==> config.mk <==
export PLATFORM = sky130hd
export DESIGN_NAME = spi_reg_controller
export DESIGN_NICKNAME = d
export VERILOG_FILES = /design/src/rtl/spi_reg_controller.sv
export SDC_FILE = /design/constraint.sdc
export NUM_CORES = 1
export LEC_CHECK = 0
export CORE_ASPECT_RATIO = 0.75
export CORE_MARGIN = 4
export CORE_UTILIZATION = 52
export CTS_BUF_LIST = sky130_fd_sc_hd__clkbuf_2 sky130_fd_sc_hd__clkbuf_4 sky130_fd_sc_hd__clkbuf_8
export CTS_CLUSTER_SIZE = 8
export DETAILED_ROUTE_END_ITERATION = 10
export PLACE_DENSITY = 0.87
export SLEW_MARGIN = 20
export SYNTH_ARGS = -nofsm -noshare
export SYNTH_HDL_FRONTEND = slang
export SYNTH_SLANG_ARGS = --single-unit
==> constraint.sdc <==
create_clock -name ext_clk -period 1.9 [get_ports ext_clk]
set_clock_uncertainty 0.15 [all_clocks]
set_input_delay 0.19 -clock ext_clk [delete_from_list [all_inputs] [get_ports ext_clk]]
set_output_delay 0.19 -clock ext_clk [all_outputs]
set_load 0.05 [all_outputs]
==> src/rtl/spi_reg_controller.sv <==
// -----------------------------------------------------------------------------
// spi_reg_controller
// Frame-level controller on the ext_clk side of spi_slave. It turns the
// received byte stream into register-bus reads and writes, and it stages the
// reply bytes that spi_slave shifts out on MISO.
//
// Frame: byte0 = {rw, addr[6:0]} (rw = 1 read), then data bytes. The address
// auto-increments after each data byte when AUTO_INC = 1. Read frames spend
// byte1 as a turnaround byte (reply = STATUS) while the first register is
// fetched.
//
// Ports
//   ext_clk       system clock (~16x sclk)
//   rst_n         asynchronous active-low reset
//   spi_ss        raw slave select, active-low; synchronised here
//   recv_data     received byte from spi_slave
//   recv_ready    one-cycle pulse per received byte
//   send_ready    spi_slave may take a new send_data while high
//   send_data     reply byte; changes only while send_ready is high
//   reg_addr      register address
//   reg_wdata     write data
//   reg_we        one-cycle write strobe
//   reg_re        one-cycle read strobe
//   reg_rdata     read data, valid exactly one cycle after reg_re
//   frame_active  high from the command byte until synchronised ss rises
//   frame_err     sticky out-of-range flag for the current/last frame
// -----------------------------------------------------------------------------
module spi_reg_controller #(
   parameter int unsigned REG_COUNT = 128,
   parameter logic [3:0]  STATUS_ID = 4'hA,
   parameter bit          AUTO_INC  = 1'b1
) (
   input  logic       ext_clk,
   input  logic       rst_n,
   input  logic       spi_ss,
   input  logic [7:0] recv_data,
   input  logic       recv_ready,
   input  logic       send_ready,
   output logic [7:0] send_data,
   output logic [6:0] reg_addr,
   output logic [7:0] reg_wdata,
   output logic       reg_we,
   output logic       reg_re,
   input  logic [7:0] reg_rdata,
   output logic       frame_active,
   output logic       frame_err
);

   typedef enum logic [1:0] {IDLE, WR, RD_TURN, RD} state_e;

   localparam logic [7:0] REG_LIMIT    = 8'(REG_COUNT);
   localparam logic [7:0] STATUS_RESET = {STATUS_ID, 4'b0001};

   state_e     state_q, state_d;
   logic       ss_meta_q, ss_meta_d, ss_s_q, ss_s_d;
   logic [1:0] settle_q, settle_d;
   logic       armed_q, armed_d;
   logic [6:0] addr_q, addr_d;
   logic [6:0] reg_addr_q, reg_addr_d;
   logic [7:0] reg_wdata_q, reg_wdata_d;
   logic       reg_we_q, reg_we_d, reg_re_q, reg_re_d;
   logic       rd_skip_q, rd_skip_d;
   logic       cap_q, cap_d, cap_zero_q, cap_zero_d;
   logic [7:0] stage_q, stage_d, hold_q, hold_d;
   logic       frame_active_q, frame_active_d;
   logic       frame_err_q, frame_err_d;
   logic [7:0] status;
   logic [6:0] nxt_addr;

   function automatic logic in_range(input logic [6:0] a);
      return {1'b0, a} < REG_LIMIT;
   endfunction

   function automatic logic [6:0] step_addr(input logic [6:0] a);
      return AUTO_INC ? a + 7'd1 : a;
   endfunction

   assign status   = {STATUS_ID, 2'b00, frame_err_q, 1'b1};
   assign nxt_addr = step_addr(addr_q);

   // NOTE: every signal gets a default before the case so no path leaves it
   // unassigned; that is what keeps this block free of inferred latches.
   always_comb begin
      // Two-flop synchroniser on the raw slave select.
      ss_meta_d      = spi_ss;
      ss_s_d         = ss_meta_q;
      // A command is accepted only after ss has been seen high on settled
      // synchroniser samples, so a reset mid-frame never decodes a data byte
      // of the interrupted frame as a command.
      settle_d       = {settle_q[0], 1'b1};
      armed_d        = armed_q | (settle_q[1] & ss_s_q);
      state_d        = state_q;
      addr_d         = addr_q;
      reg_addr_d     = reg_addr_q;
      reg_wdata_d    = reg_wdata_q;
      reg_we_d       = 1'b0;
      reg_re_d       = 1'b0;
      rd_skip_d      = 1'b0;
      // Read data arrives one cycle after reg_re; an out-of-range read stages 0.
      cap_d          = reg_re_q | rd_skip_q;
      cap_zero_d     = rd_skip_q;
      stage_d        = stage_q;
      frame_active_d = frame_active_q;
      frame_err_d    = frame_err_q;
      hold_d         = send_ready ? stage_q : hold_q;

      if (cap_q) stage_d = cap_zero_q ? 8'h00 : reg_rdata;

      case (state_q)
         IDLE: begin
            stage_d = status;
            if (recv_ready && armed_q && !ss_s_q) begin
               frame_active_d = 1'b1;
               frame_err_d    = 1'b0;
               addr_d         = recv_data[6:0];
               reg_addr_d     = recv_data[6:0];
               if (recv_data[7]) begin
                  state_d = RD_TURN;
                  if (in_range(recv_data[6:0])) begin
                     reg_re_d = 1'b1;
                  end else begin
                     rd_skip_d   = 1'b1;
                     frame_err_d = 1'b1;
                  end
               end else begin
                  state_d = WR;
               end
            end
         end
         WR: begin
            stage_d = status;
            // A byte landing together with ss rising is still written.
            if (recv_ready) begin
               if (in_range(addr_q)) begin
                  reg_we_d    = 1'b1;
                  reg_wdata_d = recv_data;
                  reg_addr_d  = addr_q;
               end else begin
                  frame_err_d = 1'b1;
               end
               addr_d = nxt_addr;
            end
         end
         RD_TURN, RD: begin
            // The slave has just taken stage for the next transfer: fetch the
            // following register so it is staged well before the next byte.
            if (recv_ready && !ss_s_q) begin
               state_d    = RD;
               addr_d     = nxt_addr;
               reg_addr_d = nxt_addr;
               if (in_range(nxt_addr)) begin
                  reg_re_d = 1'b1;
               end else begin
                  rd_skip_d   = 1'b1;
                  frame_err_d = 1'b1;
               end
            end
         end
         default: state_d = IDLE;
      endcase

      if (ss_s_q) begin
         state_d        = IDLE;
         frame_active_d = 1'b0;
         reg_re_d       = 1'b0;
         rd_skip_d      = 1'b0;
         cap_d          = 1'b0;
         stage_d        = status;
      end
   end

   // NOTE: sequential state uses non-blocking assignments only, so every flop
   // samples its _d value from before the edge regardless of statement order.
   always_ff @(posedge ext_clk or negedge rst_n) begin
      if (!rst_n) begin
         state_q        <= IDLE;
         ss_meta_q      <= 1'b1;
         ss_s_q         <= 1'b1;
         settle_q       <= 2'b00;
         armed_q        <= 1'b0;
         addr_q         <= 7'd0;
         reg_addr_q     <= 7'd0;
         reg_wdata_q    <= 8'h00;
         reg_we_q       <= 1'b0;
         reg_re_q       <= 1'b0;
         rd_skip_q      <= 1'b0;
         cap_q          <= 1'b0;
         cap_zero_q     <= 1'b0;
         stage_q        <= STATUS_RESET;
         hold_q         <= STATUS_RESET;
         frame_active_q <= 1'b0;
         frame_err_q    <= 1'b0;
      end else begin
         state_q        <= state_d;
         ss_meta_q      <= ss_meta_d;
         ss_s_q         <= ss_s_d;
         settle_q       <= settle_d;
         armed_q        <= armed_d;
         addr_q         <= addr_d;
         reg_addr_q     <= reg_addr_d;
         reg_wdata_q    <= reg_wdata_d;
         reg_we_q       <= reg_we_d;
         reg_re_q       <= reg_re_d;
         rd_skip_q      <= rd_skip_d;
         cap_q          <= cap_d;
         cap_zero_q     <= cap_zero_d;
         stage_q        <= stage_d;
         hold_q         <= hold_d;
         frame_active_q <= frame_active_d;
         frame_err_q    <= frame_err_d;
      end
   end

   assign send_data    = send_ready ? stage_q : hold_q;
   assign reg_addr     = reg_addr_q;
   assign reg_wdata    = reg_wdata_q;
   assign reg_we       = reg_we_q;
   assign reg_re       = reg_re_q;
   assign frame_active = frame_active_q;
   assign frame_err    = frame_err_q;

endmodule

==> results list <==
- IR analysis of the VDD net gives a maximum drop of 0.718 mV.
- STA puts the critical path data required time at 1560 ps.
- Clock Tree Buf Depth: 2
- Net Count, Synth: 225
- Worst path buffer plus inverter count: 1
* Part of the cycle the worst path needs: 0.957
- At the later pin of the worst-skew pair, clock insertion delay measures 300 ps.
* Area share of the largest cell type after synthesis: 0.464
- Number of rows created at floorplan: 20
- In the global route stage, overall resource usage came out at 0.191.
* Seq/Total Area, Yosys: 0.559
* Number of buffers inserted by post-CTS setup repair: 0
* Cell with the largest stage delay on the worst path: sky130_fd_sc_hd__clkdlybuf4s50_1
- In the final design database the tool counted 279 nets.
- Sort of element at the start of the critical path: flop
- Clk pin slew, worst setup/hold paths: approximately 90 ps
- Final antenna diode count: 0
- H-tree lvl count: 2
- Once detail routing completed, the nets flagged for antenna violations numbered 0.
- Total congestion overflow: 0
- The run finished with clean final reports.
- Hold_ws: about 130 ps
* Vias per Instance: ~5.5
- The HPWL after detailed placement is 3570 µm.
- Fin crit period: 1820 ps
- The area growth from synthesis to layout is 29.6%.
- After synthesis the cells add up to 2210 µm².
- Standard cell core area: 4080 µm²
- Number of placed cells counting well taps: 304
- Entering global routing, the biggest net connects 30 pins.
- STA classifies the critical path endpoint as an output pin.
* Reg-to-reg slack, setup: 220 ps
- The critical path is of the flop to output pin type.
- Sorting the synthesized cells by area gives the leading types as sky130_fd_sc_hd__dfrtp_1 46%, sky130_fd_sc_hd__dfstp_2 9.5%, sky130_fd_sc_hd__mux2_2 7.1%.
- Setup repair after global routing missed its margin: false
- Die height: 64.5 µm
- Max-cap violations: 0
- Antenna violations before repair: 0
- For this run, the slowest stage of the critical path takes 820 ps.
- Overall power after layout: 3.10 mW
- TritonCTS built the clock tree.
* Family of cells with the greatest summed delay on the critical path: buffers and inverters
- Routability-driven placement finished with a final weighted congestion of 0.883.
- The first global-routing pass estimated 8040 µm of wire.
- The worst hold path belongs to the class input port to flop.
- The count of buffers added on input and output ports is 46.
* Routed vias: 1709
* Post-route DRC violation count: 0
- Adding up every negative setup slack in the final design gives 0 ps.
- 48 I/O pins were placed.
- Post-synth top area cell: sky130_fd_sc_hd__dfrtp_1
- Fillcell total: 299
- Counting flops and latches in the post-synthesis netlist gives 49.
* Headroom to the max-slew limit: 0.657
* TritonCTS sink count: 49
- Timing would allow up to 550 MHz.
- For the worst setup path, the data arrival time is 1480 ps.
- In this run the power density over the cells is 1080 nW/µm².
* Width of the die: 83.3 µm
* Total count of max-transition violations in the final report: 0
* Share of final-layout standard cells stronger than drive strength 1: 0.225
- Effective utilization at floorplan: 0.542
* Number of setup violations in the final report: 0
- Counting every instance in the synthesized netlist gives 203.
* CTS buffer count: 5
- Routed WL per cell: 15.2 µm
* Root buffer selected by CTS: sky130_fd_sc_hd__clkbuf_8
* Worst Max-Slew Pin Slew: roughly 510 ps
* Maximum fanout along the worst path: 2
* Non-filler instance count after layout: 313
- A synthesized cell averages between 10 and 15 µm².
- Drt first-iter violations: 154
- Synth unique cells: 36
* Static power due to leakage: 1.24 nW
- The floorplan step defined a die boundary enclosing 5370 µm².
- Drt pass-1 iters: 4
* List of cells traversed by the critical path: clkdlybuf4s50_1
* Warning count from the yosys run: 0
* Vias in the first global route: 1684
- Drt total wl: approximately 4800 µm
- Hold Fails Final Rpt: 0
-- synth_stat cells, drive strengths merged --
cell type	number
dfrtp	41
nand2	24
nor2	19
mux2	14
o21ai	14
a21oi	13
mux2i	13
buf	11
dfstp	8
nand3	6
a31oi	5
inv	4
o22ai	4
clkbuf	3
nor2b	3
a2bb2oi	2
and3	2
conb	2
o311a	2
xnor2	2
a21o	1
a221oi	1
clkinv	1
ha	1
nand2b	1
nor3b	1
o21a	1
o21ba	1
o22a	1
or2	1
xor2	1
-- final timing paths --
check / startpoint / cells after the start / endpoint
hold reg to reg: settle_q[0] / 0 / settle_q[1]
hold / removal: spi_ss / 1 / ss_meta_q
setup reg to reg: state_q[1] / 6 / reg_addr[2]
max in group asynchronous: rst_n / 3 / ss_s_q
setup / recovery: reg_addr[2] / 1 / reg_addr[2]
min in group asynchronous: rst_n / 2 / addr_q[6]
-- report_power, final --
group | total (mW) | leakage, nW | switching, mW | internal (mW)
registers | 1.32 | 0.592 | 0.129 | 1.19
logic | 1.01 | 0.596 | 0.616 | 0.396
clock network | 0.770 | 0.0574 | 0.342 | 0.428
total | 3.10 | 1.24 | 1.09 | 2.01
-- kinds of logic after synthesis --
group / Yosys count / share of synthesized area
AO/OA/AOI/OAI: 45 / 0.124
XOR/XNOR: 3 / 0.0119
adder cells (fa/ha/maj): 1 / 0.00566
buffers and inverters: 19 / 0.0526
flip-flops: 49 / 0.559
multiplexers: 27 / 0.130
other: 2 / 0.00339
AND/OR/NAND/NOR: 57 / 0.113
-- state kept, by name, summed over array words and instances, names as in the netlist --
signal,count
cap_q,1
addr_q,7
ss_s_q,1
state_q,2
armed_q,1
reg_addr,7
hold_q,8
stage_q,8
reg_wdata,8
reg_we,1
ss_meta_q,1
frame_active,1
settle_q,2
reg_re,1
-- through the flow --
| step | util | cell area [µm²] | setup WS (ps) |
|---|---|---|---|
| after floorplan | - | 2210 | 428 |
| after global placement | 0.670 | 2730 | 113 |
| after detailed placement | 0.670 | 2730 | 64.4 |
| after CTS | 0.702 | 2860 | 60.4 |
| after global routing | 0.703 | 2870 | 14.9 |
| final | 0.703 | 2870 | 82.3 |
-- cell type report --
type                       instances  area, µm²  share of cell area
tap                               55       68.8              0.0240
multi-input combinational        135        860               0.300
inverter                           5       18.8             0.00654
timing repair buffer              61        563               0.196
sequential                        49       1240               0.432
clock inverter                     2       37.5              0.0131
clock buffer                       6       82.6              0.0288
-- timing repair --
item,in CTS,in global routing
endpoints found under the setup margin,0,5
gates resized for setup,0,2
hold endpoints to repair,14,0
hold buffers,1,0
-- placed cells by master, fill, tap and decap left out, types with 4 or more instances in the layout --
master                            instances
sky130_fd_sc_hd__nand3_1                  6
sky130_fd_sc_hd__a31oi_1                  5
sky130_fd_sc_hd__inv_1                    4
sky130_fd_sc_hd__mux2_2                  14
sky130_fd_sc_hd__a21oi_1                 13
sky130_fd_sc_hd__nor2_1                  19
sky130_fd_sc_hd__dfstp_2                  8
sky130_fd_sc_hd__nand2_1                 24
sky130_fd_sc_hd__mux2i_1                 13
sky130_fd_sc_hd__clkdlybuf4s50_1         35
sky130_fd_sc_hd__o22ai_1                  4
sky130_fd_sc_hd__clkbuf_8                 6
sky130_fd_sc_hd__o21ai_0                 13
sky130_fd_sc_hd__dfrtp_1                 40
sky130_fd_sc_hd__buf_4                   22
-- routing by layer --
metal,vias to the layer above,GRT usage,share of wire
met5,-,0,0
met4,0,0.0571,0.012
li1,807,-,-
met2,56,0.302,0.49
met3,7,0.0534,0.059
met1,839,0.259,0.44
No activity file was read; power rests on OpenSTA's default activity.
